[src/rtl/vis_axis_bytes.sv]
// Visibility-to-byte serialiser: each accepted {re, im} pair leaves as 2*ACCUM/8 big-endian bytes, real first.
// Optional per-frame header (A5 5A seq_hi seq_lo) is built when VIS_HEADER_EN is defined.
module vis_axis_bytes #(
  parameter int unsigned ACCUM = 32,
  parameter int unsigned SBITS = 16
) (
  input  logic             aclk,
  input  logic             aresetn,
  input  logic             s_tvalid_i,
  output logic             s_tready_o,
  input  logic             s_tlast_i,
  input  logic [ACCUM-1:0] s_revis_i,
  input  logic [ACCUM-1:0] s_imvis_i,
  output logic             m_tvalid_o,
  input  logic             m_tready_i,
  output logic             m_tlast_o,
  output logic [7:0]       m_tdata_o,
  output logic             busy_o,
  output logic [SBITS-1:0] seq_o
);

  localparam int unsigned NB = (2 * ACCUM) / 8;
  localparam int unsigned IW = (NB > 1) ? $clog2(NB) : 1;
  localparam logic [IW-1:0] IDX_LAST = IW'(NB - 1);

  typedef enum logic [1:0] {
    ST_IDLE = 2'd0,
    ST_DATA = 2'd1
`ifdef VIS_HEADER_EN
    , ST_HEAD = 2'd2
`endif
  } state_e;

  state_e           state_q;
  logic [ACCUM-1:0] re_q;
  logic [ACCUM-1:0] im_q;
  logic             last_q;
  logic [IW-1:0]    idx_q;
  logic [SBITS-1:0] seq_q;
  logic             mvalid_q;
  logic             mlast_q;
  logic [7:0]       mdata_q;
`ifdef VIS_HEADER_EN
  logic [1:0]       hidx_q;
  logic             sof_q;
`endif

  logic          xfer;
  logic          last_data;
  logic          accept;
  logic [IW-1:0] idx_inc;

  // Byte k of the big-endian {re, im} concatenation.
  function automatic logic [7:0] pick(input logic [ACCUM-1:0] re,
                                      input logic [ACCUM-1:0] im,
                                      input logic [IW-1:0]    k);
    logic [2*ACCUM-1:0] sh;
    sh = {re, im} >> (8 * (NB - 1 - 32'(k)));
    return sh[7:0];
  endfunction

`ifdef VIS_HEADER_EN
  function automatic logic [7:0] hdr_byte(input logic [1:0] h, input logic [SBITS-1:0] s);
    logic [7:0] b;
    case (h)
      2'd0:    b = 8'hA5;
      2'd1:    b = 8'h5A;
      2'd2:    b = s[15:8];
      default: b = s[7:0];
    endcase
    return b;
  endfunction
`endif

  assign xfer      = mvalid_q && m_tready_i;
  assign last_data = (state_q == ST_DATA) && (idx_q == IDX_LAST);
  assign idx_inc   = idx_q + 1'b1;

  // Ready while idle, or on the cycle the final byte drains, for zero-bubble streaming.
  assign s_tready_o = aresetn && ((state_q == ST_IDLE) || (last_data && m_tready_i));
  assign accept     = s_tvalid_i && s_tready_o;

  always_ff @(posedge aclk) begin
    if (!aresetn) begin
      state_q  <= ST_IDLE;
      re_q     <= '0;
      im_q     <= '0;
      last_q   <= 1'b0;
      idx_q    <= '0;
      seq_q    <= '0;
      mvalid_q <= 1'b0;
      mlast_q  <= 1'b0;
      mdata_q  <= 8'h00;
`ifdef VIS_HEADER_EN
      hidx_q   <= 2'd0;
      sof_q    <= 1'b1;
`endif
    end else begin
      if (xfer && mlast_q) begin
        seq_q <= SBITS'(seq_q + 1'b1);
      end

      if (accept) begin
        re_q     <= s_revis_i;
        im_q     <= s_imvis_i;
        last_q   <= s_tlast_i;
        idx_q    <= '0;
        mvalid_q <= 1'b1;
        mlast_q  <= 1'b0;
`ifdef VIS_HEADER_EN
        // A word carrying last makes the next accepted word open a new frame.
        sof_q    <= s_tlast_i;
        hidx_q   <= 2'd0;
        if (sof_q) begin
          state_q <= ST_HEAD;
          mdata_q <= 8'hA5;
        end else begin
          state_q <= ST_DATA;
          mdata_q <= pick(s_revis_i, s_imvis_i, IW'(0));
        end
`else
        state_q  <= ST_DATA;
        mdata_q  <= pick(s_revis_i, s_imvis_i, IW'(0));
`endif
      end else if (xfer) begin
        case (state_q)
`ifdef VIS_HEADER_EN
          ST_HEAD: begin
            if (hidx_q == 2'd3) begin
              state_q <= ST_DATA;
              idx_q   <= '0;
              mdata_q <= pick(re_q, im_q, IW'(0));
              mlast_q <= 1'b0;
            end else begin
              hidx_q  <= hidx_q + 2'd1;
              mdata_q <= hdr_byte(hidx_q + 2'd1, seq_q);
            end
          end
`endif
          ST_DATA: begin
            if (idx_q == IDX_LAST) begin
              state_q  <= ST_IDLE;
              mvalid_q <= 1'b0;
              mlast_q  <= 1'b0;
            end else begin
              idx_q   <= idx_inc;
              mdata_q <= pick(re_q, im_q, idx_inc);
              mlast_q <= last_q && (idx_inc == IDX_LAST);
            end
          end
          default: begin
            state_q  <= ST_IDLE;
            mvalid_q <= 1'b0;
            mlast_q  <= 1'b0;
          end
        endcase
      end
    end
  end

  assign m_tvalid_o = mvalid_q;
  assign m_tlast_o  = mlast_q;
  assign m_tdata_o  = mdata_q;
  assign busy_o     = (state_q != ST_IDLE);
  assign seq_o      = seq_q;

endmodule

[config.mk]
export PLATFORM = sky130hd
export DESIGN_NAME = vis_axis_bytes
export DESIGN_NICKNAME = d
export VERILOG_FILES = /design/src/rtl/vis_axis_bytes.sv
export SDC_FILE = /design/constraint.sdc
export NUM_CORES = 1
export LEC_CHECK = 0
export BUFFER_PORTS_ARGS = -buffer_cell sky130_fd_sc_hd__buf_2
export CORE_AREA = 2 2 146 77
export CTS_BUF_LIST = sky130_fd_sc_hd__clkbuf_4 sky130_fd_sc_hd__clkbuf_8
export DETAILED_ROUTE_END_ITERATION = 8
export DIE_AREA = 0 0 148 79
export MAX_ROUTING_LAYER = met4
export SLEW_MARGIN = 40
export SYNTH_ARGS = -nofsm -noshare
export SYNTH_HDL_FRONTEND = slang
export SYNTH_SLANG_ARGS = --single-unit
[constraint.sdc]
create_clock -name aclk -period 2.21 [get_ports aclk]
set_clock_uncertainty 0.1 [all_clocks]
set_input_delay 0 -clock aclk [delete_from_list [all_inputs] [get_ports aclk]]
set_output_delay 0 -clock aclk [all_outputs]
set_load 0.03 [all_outputs]
* Word level (Yosys, flattened, before mapping)
Index checks and enable logic that the tools add are counted.
Word-level totals: word-level logic and storage cells 53, output and inout port bits 28, flip-flop bits (word level) 96, bits of input ports 69
Operators by class: equality and inequality tests 6, bitwise logic cells 2, shift operators 1, add/subtract/negate cells 3, reductions and logical operators 17, muxes and demuxes 14
Operators with widths (count):
- 64-bit by 32-bit right shift with 8-bit output | 1
- 8-bit two-way mux | 4
- 16-bit by 1-bit adder with 16-bit output (second input constant) | 1
- 1-bit two-way mux | 8
- 1-bit logical AND | 7
- 3-bit equality test (second input constant) | 2
- 3-bit AND reduction | 2
- 2-bit nonzero test | 3
- 2-bit two-way mux | 2
- 2-bit AND reduction | 2
- 3-bit by 3-bit subtractor with 4-bit output (first input constant) | 1
- 3-bit by 1-bit adder with 3-bit output (second input constant) | 1
- 3-bit by 2-bit != test with 1-bit output (second input constant) | 1
- 2-bit by 1-bit equality test with 1-bit output (second input constant) | 1
- 2-bit logical NOT | 1
- 2-bit by 1-bit != test with 1-bit output (second input constant) | 1
- 2-bit != test (second input constant) | 1
- 1-bit inverter | 2
- 2-bit OR reduction | 1
- 1-bit logical OR | 1

* Logic depth before layout (Yosys ltp)
word-level depth 8, mapped depth 10

* Least setup slack after synthesis
No wires, ideal clock.
path type register -> register, start register idx_q[0], end register mdata_q[4] (netlist: m_tdata_o[4]), buffers on the path 4, required time 1972 ps, cell stages (with the launch flop) 10, setup time 138 ps, period minus slack after synthesis 2341 ps, arrival 2103 ps, path slack -131 ps, path through dfxtp_1 buf_2 buf_4 inv_1 ha_1 buf_2 buf_2 mux4_2 mux2i_1 o221ai_1
On the way: elaborated cells on any way between the ends 17, classes of those cells 2 x add/sub; 2 x eq/ne; 1 x shift; 4 x mux; 8 x reduce/logical
RTL lines:
- from (decl) | RTL line 38 | logic [IW-1:0] idx_q;
- from (signal assigned) | RTL line 146 | idx_q <= idx_inc;
- 3-bit by 1-bit adder with 3-bit output | RTL line 77 | assign idx_inc = idx_q + 1'b1;
- named net idx_inc[0] | RTL line 51 | logic [IW-1:0] idx_inc;
- 3-bit by 3-bit subtractor with 4-bit output | RTL line 58 | sh = {re, im} >> (8 * (NB - 1 - 32'(k)));
- 64-bit by 32-bit right shift with 8-bit output | RTL line 58
- 8-bit two-way mux | RTL line 141 | if (idx_q == IDX_LAST) begin
- 8-bit two-way mux | RTL line 126 | case (state_q)
- 8-bit two-way mux | RTL line 125 | end else if (xfer) begin
- 8-bit two-way mux | RTL line 103 | if (accept) begin
- to (signal assigned) | RTL line 123 | mdata_q <= pick(s_revis_i, s_imvis_i, IW'(0));
- to (signal assigned) | RTL line 147 | mdata_q <= pick(re_q, im_q, idx_inc);
- to (decl) | RTL line 42 | logic [7:0] mdata_q;
The timed path passes the listed nets, and every way through them passes these cells. The select of a mux whose other input is x is not followed. A chain may end at the register's enable or synchronous reset.

* Worst setup path after layout
start register idx_q[0], end register mdata_q[3] (netlist: m_tdata_o[3])
On the way: cells in the longest elaborated chain, start to end 8, elaborated cells on any way between the ends 17, classes of those cells 2 x add/sub; 2 x eq/ne; 1 x shift; 4 x mux; 8 x reduce/logical
RTL lines:
- parallel branches: the longest is 8 deep, another holds 3-bit by 3-bit subtractor with 4-bit output
Parallel ways; which one is timed is not known. The select of a mux whose other input is x is not followed.

==> qor.txt <==
CTS tree -> done
Area grow syn2layout -> 36.7%
CTS buffer count -> 9
Clock sink count -> 94
Synth Area per Inst -> 8.61 sq um
Drc violations -> 0
Initial Util -> 37.6%
MaxCap Viol Count -> 0
CP dominant cell by count -> ha_1
Die X-Extent -> 148 microns
Hold Crit Start -> s_imvis_i[27]
Netlist cell types -> 40
Critical Path Sink Type -> register
CTS clk-pin slew, worst paths -> 90 ps
R2r setup slk -> 190 ps
Synthesized area -> 3970 sq um
Setup crit start -> idx_q[0]
Detail Placement HPWL -> 7.48 mm
# port buffers -> 96
Tmin final -> 2020 ps
Vias per cell -> 4.97
FF-to-FF End -> m_tdata_o[3]
Cell taking the most area after synthesis -> dfxtp_1
Row count -> 27
# fillers -> 1008
Drt initial violations -> 226
CTS root buffer -> clkbuf_8
RSZ-0062 raised after global routing -> no
Total GRT Usage -> 19.6%
Tightest Pin Transition -> 557 ps
Drt pass-1 iters -> 4
Worst-path fanout max -> 61
# diodes -> 0
Slowest library cell on the worst path -> dfxtp_1
Power density over the cells -> 620 nW/um^2
Seq/Total Area, Yosys -> 47.4%
Final global-route overflow total -> 0
Post-Syn Nets -> 534
Ranking of synthesized cells by area -> dfxtp_1 (47%), nand2_1 (14%), nand3_1 (10%), mux4_2 (8.5%), mux2i_1 (2.5%)
Final Max Slew Viols -> 0
CORE AREA -> 10500 sq um
Final setup vio count -> 0
DIE AREA -> 11700 sq um
Buffers plus inverters on the worst setup path -> 1
Layout Nets -> 684
Hold Path Sink -> im_q[27]
EDFF count, synth -> 0
WL per Instance -> 14.3 microns
Fin crit share -> 91.6%
CP Launch Type -> register
Die span in y -> 79 microns
Post-synthesis cell count -> 461
Number of setup buffers added after CTS -> 0
First-pass GRT wire length -> 17.5 mm
VDD IR max -> 0.000303 V
Ys Warns -> 0
Worst EP required -> 2350 ps
CTS resizes -> 0
Drt total wl -> 10.9 mm
R2R cell count -> 7
Largest net degree at the start of global routing -> 62
Top-count cell post-synth -> nand2_1
FF+latch count, synth -> 94
CP cell instances -> ha_1 -> ha_1 -> a21bo_2 -> and3_2 -> buf_12 -> nand2_1 -> o221ai_1
Fin util -> 51.5%
Critical Path AT -> 2160 ps
RR Startpoint -> idx_q[0]
Number of global-route vias before repair -> 3671
ANT nets after route -> 0
Clk Latency, worst-skew pair -> 360 ps
Status -> finished clean
Hold Path Class -> in -> reg
Layout cells sized above 1 -> 23.2%
Clock tree buffer depth -> 2
IO Pins -> 97
Via count -> 3784
Post-synth top cells -> nand2_1 (144), dfxtp_1 (94), nand3_1 (79)
Crit path largest cell delay -> 330 ps
Share of the synthesized area in the top cell type -> 47.4%
Final hold violation count -> 0
Delay-heaviest family, CP -> adder cells
Hold buffer count at CTS -> 69
Synth Flop Type -> dfxtp_1
Fin Setup TNS -> 0 ps
WS Path Type -> reg -> reg
Fmax achieved -> 494 MHz
H-tree Lvls -> 3
Leakage power -> 2.47 nW
FFs w/ async S/R, synth -> 0%
Antenna violations before repair -> 0
Worst Hold Depth -> 4
Worst relative slew slack -> 62.7%
Placer congestion estimate -> 0.844
## routing by layer
metal	vias to the layer above	track usage [%]	share of wire (%)
li1	1872	-	-
met2	112	31.0	45
met1	1791	25.8	49
met3	9	4.94	5.8
met4	0	4.38	0.90
met5	-	-	0
## power breakdown
group / switching [mW] / leakage (nW) / internal, mW
Clock: 0.590 / 0.0958 / 0.435
Sequential: 0.0614 / 0.770 / 1.79
Combinational: 0.236 / 1.60 / 0.250
Total: 0.888 / 2.47 / 2.48
## cell families after synthesis
family | share of synthesized area, %
AOI/OAI and AO/OA | 4.98
xor gates and xnor gates | 1.77
DFF | 47.4
muxes | 11.0
and+or+nand+nor | 29.6
adders and majority gates | 1.26
buffers and inverters | 3.94
## worst max path at each step
stage                        end  cells past startpoint
finish              m_tdata_o[3]                      7
global route        m_tdata_o[2]                      6
CTS                 m_tdata_o[4]                      6
detailed placement  m_tdata_o[5]                      6
global placement    m_tdata_o[5]                      6
floorplan           m_tdata_o[7]                      8
## cells in the final DEF (no fill, tap or decap), types with 4 or more instances in the layout
| master | synthesis | routed |
|---|---|---|
| nand2_1 | 144 | 144 |
| buf_2 | 5 | 96 |
| dfxtp_1 | 94 | 94 |
| nand3_1 | 79 | 78 |
| dlygate4sd3_1 | 0 | 69 |
| nor2_1 | 16 | 16 |
| mux4_2 | 15 | 15 |
| a21oi_1 | 10 | 10 |
| mux2i_1 | 10 | 10 |
| clkbuf_8 | 0 | 10 |
| o221ai_1 | 7 | 7 |
| buf_4 | 2 | 7 |
| o21ai_0 | 5 | 5 |
| xor2_1 | 5 | 5 |
| ha_1 | 4 | 4 |
| clkinv_2 | 0 | 4 |
## worst reg2reg max path, delay by kind of cell (launching register included)
family	cells	cell delay, ps
buffers and inverters	1	220
DFF	1	330
adders and majority gates	2	440
and+or+nand+nor	2	470
AOI/OAI and AO/OA	2	340
## area by class of cell
type | count | area, sq um | share of cell area, %
Sequential cell | 94 | 1880 | 34.7
Tap cell | 145 | 181 | 3.34
Clock inverter | 6 | 37.5 | 0.692
Multi-Input combinational cell | 331 | 1940 | 35.7
Timing Repair Buffer | 173 | 1240 | 22.9
Inverter | 2 | 7.51 | 0.138
Clock buffer | 10 | 138 | 2.54
## sequential cells by signal, indices dropped and copies added, names as in the netlist
signal and cells:
re_q 32, m_tlast_o 1, state_q 1, last_q 1, im_q 32, idx_q 3, seq_o 16, m_tdata_o 8
## through the flow
step           power, mW  hold slack [ps]  instance area (sq um)  worst slack [ps]  cells
2_1_floorplan       2.13            -1.05                   3970              3.44    461
3_3_place_gp        2.27             84.5                   4560               257    676
3_5_place_dp        2.28             88.7                   4560               202    676
4_1_cts             3.40              233                   5430               184    761
5_1_grt             3.53              255                   5430              74.7    761
6_report            3.36              243                   5430               187    761
Note: power is estimated with default switching activity, not from simulation.
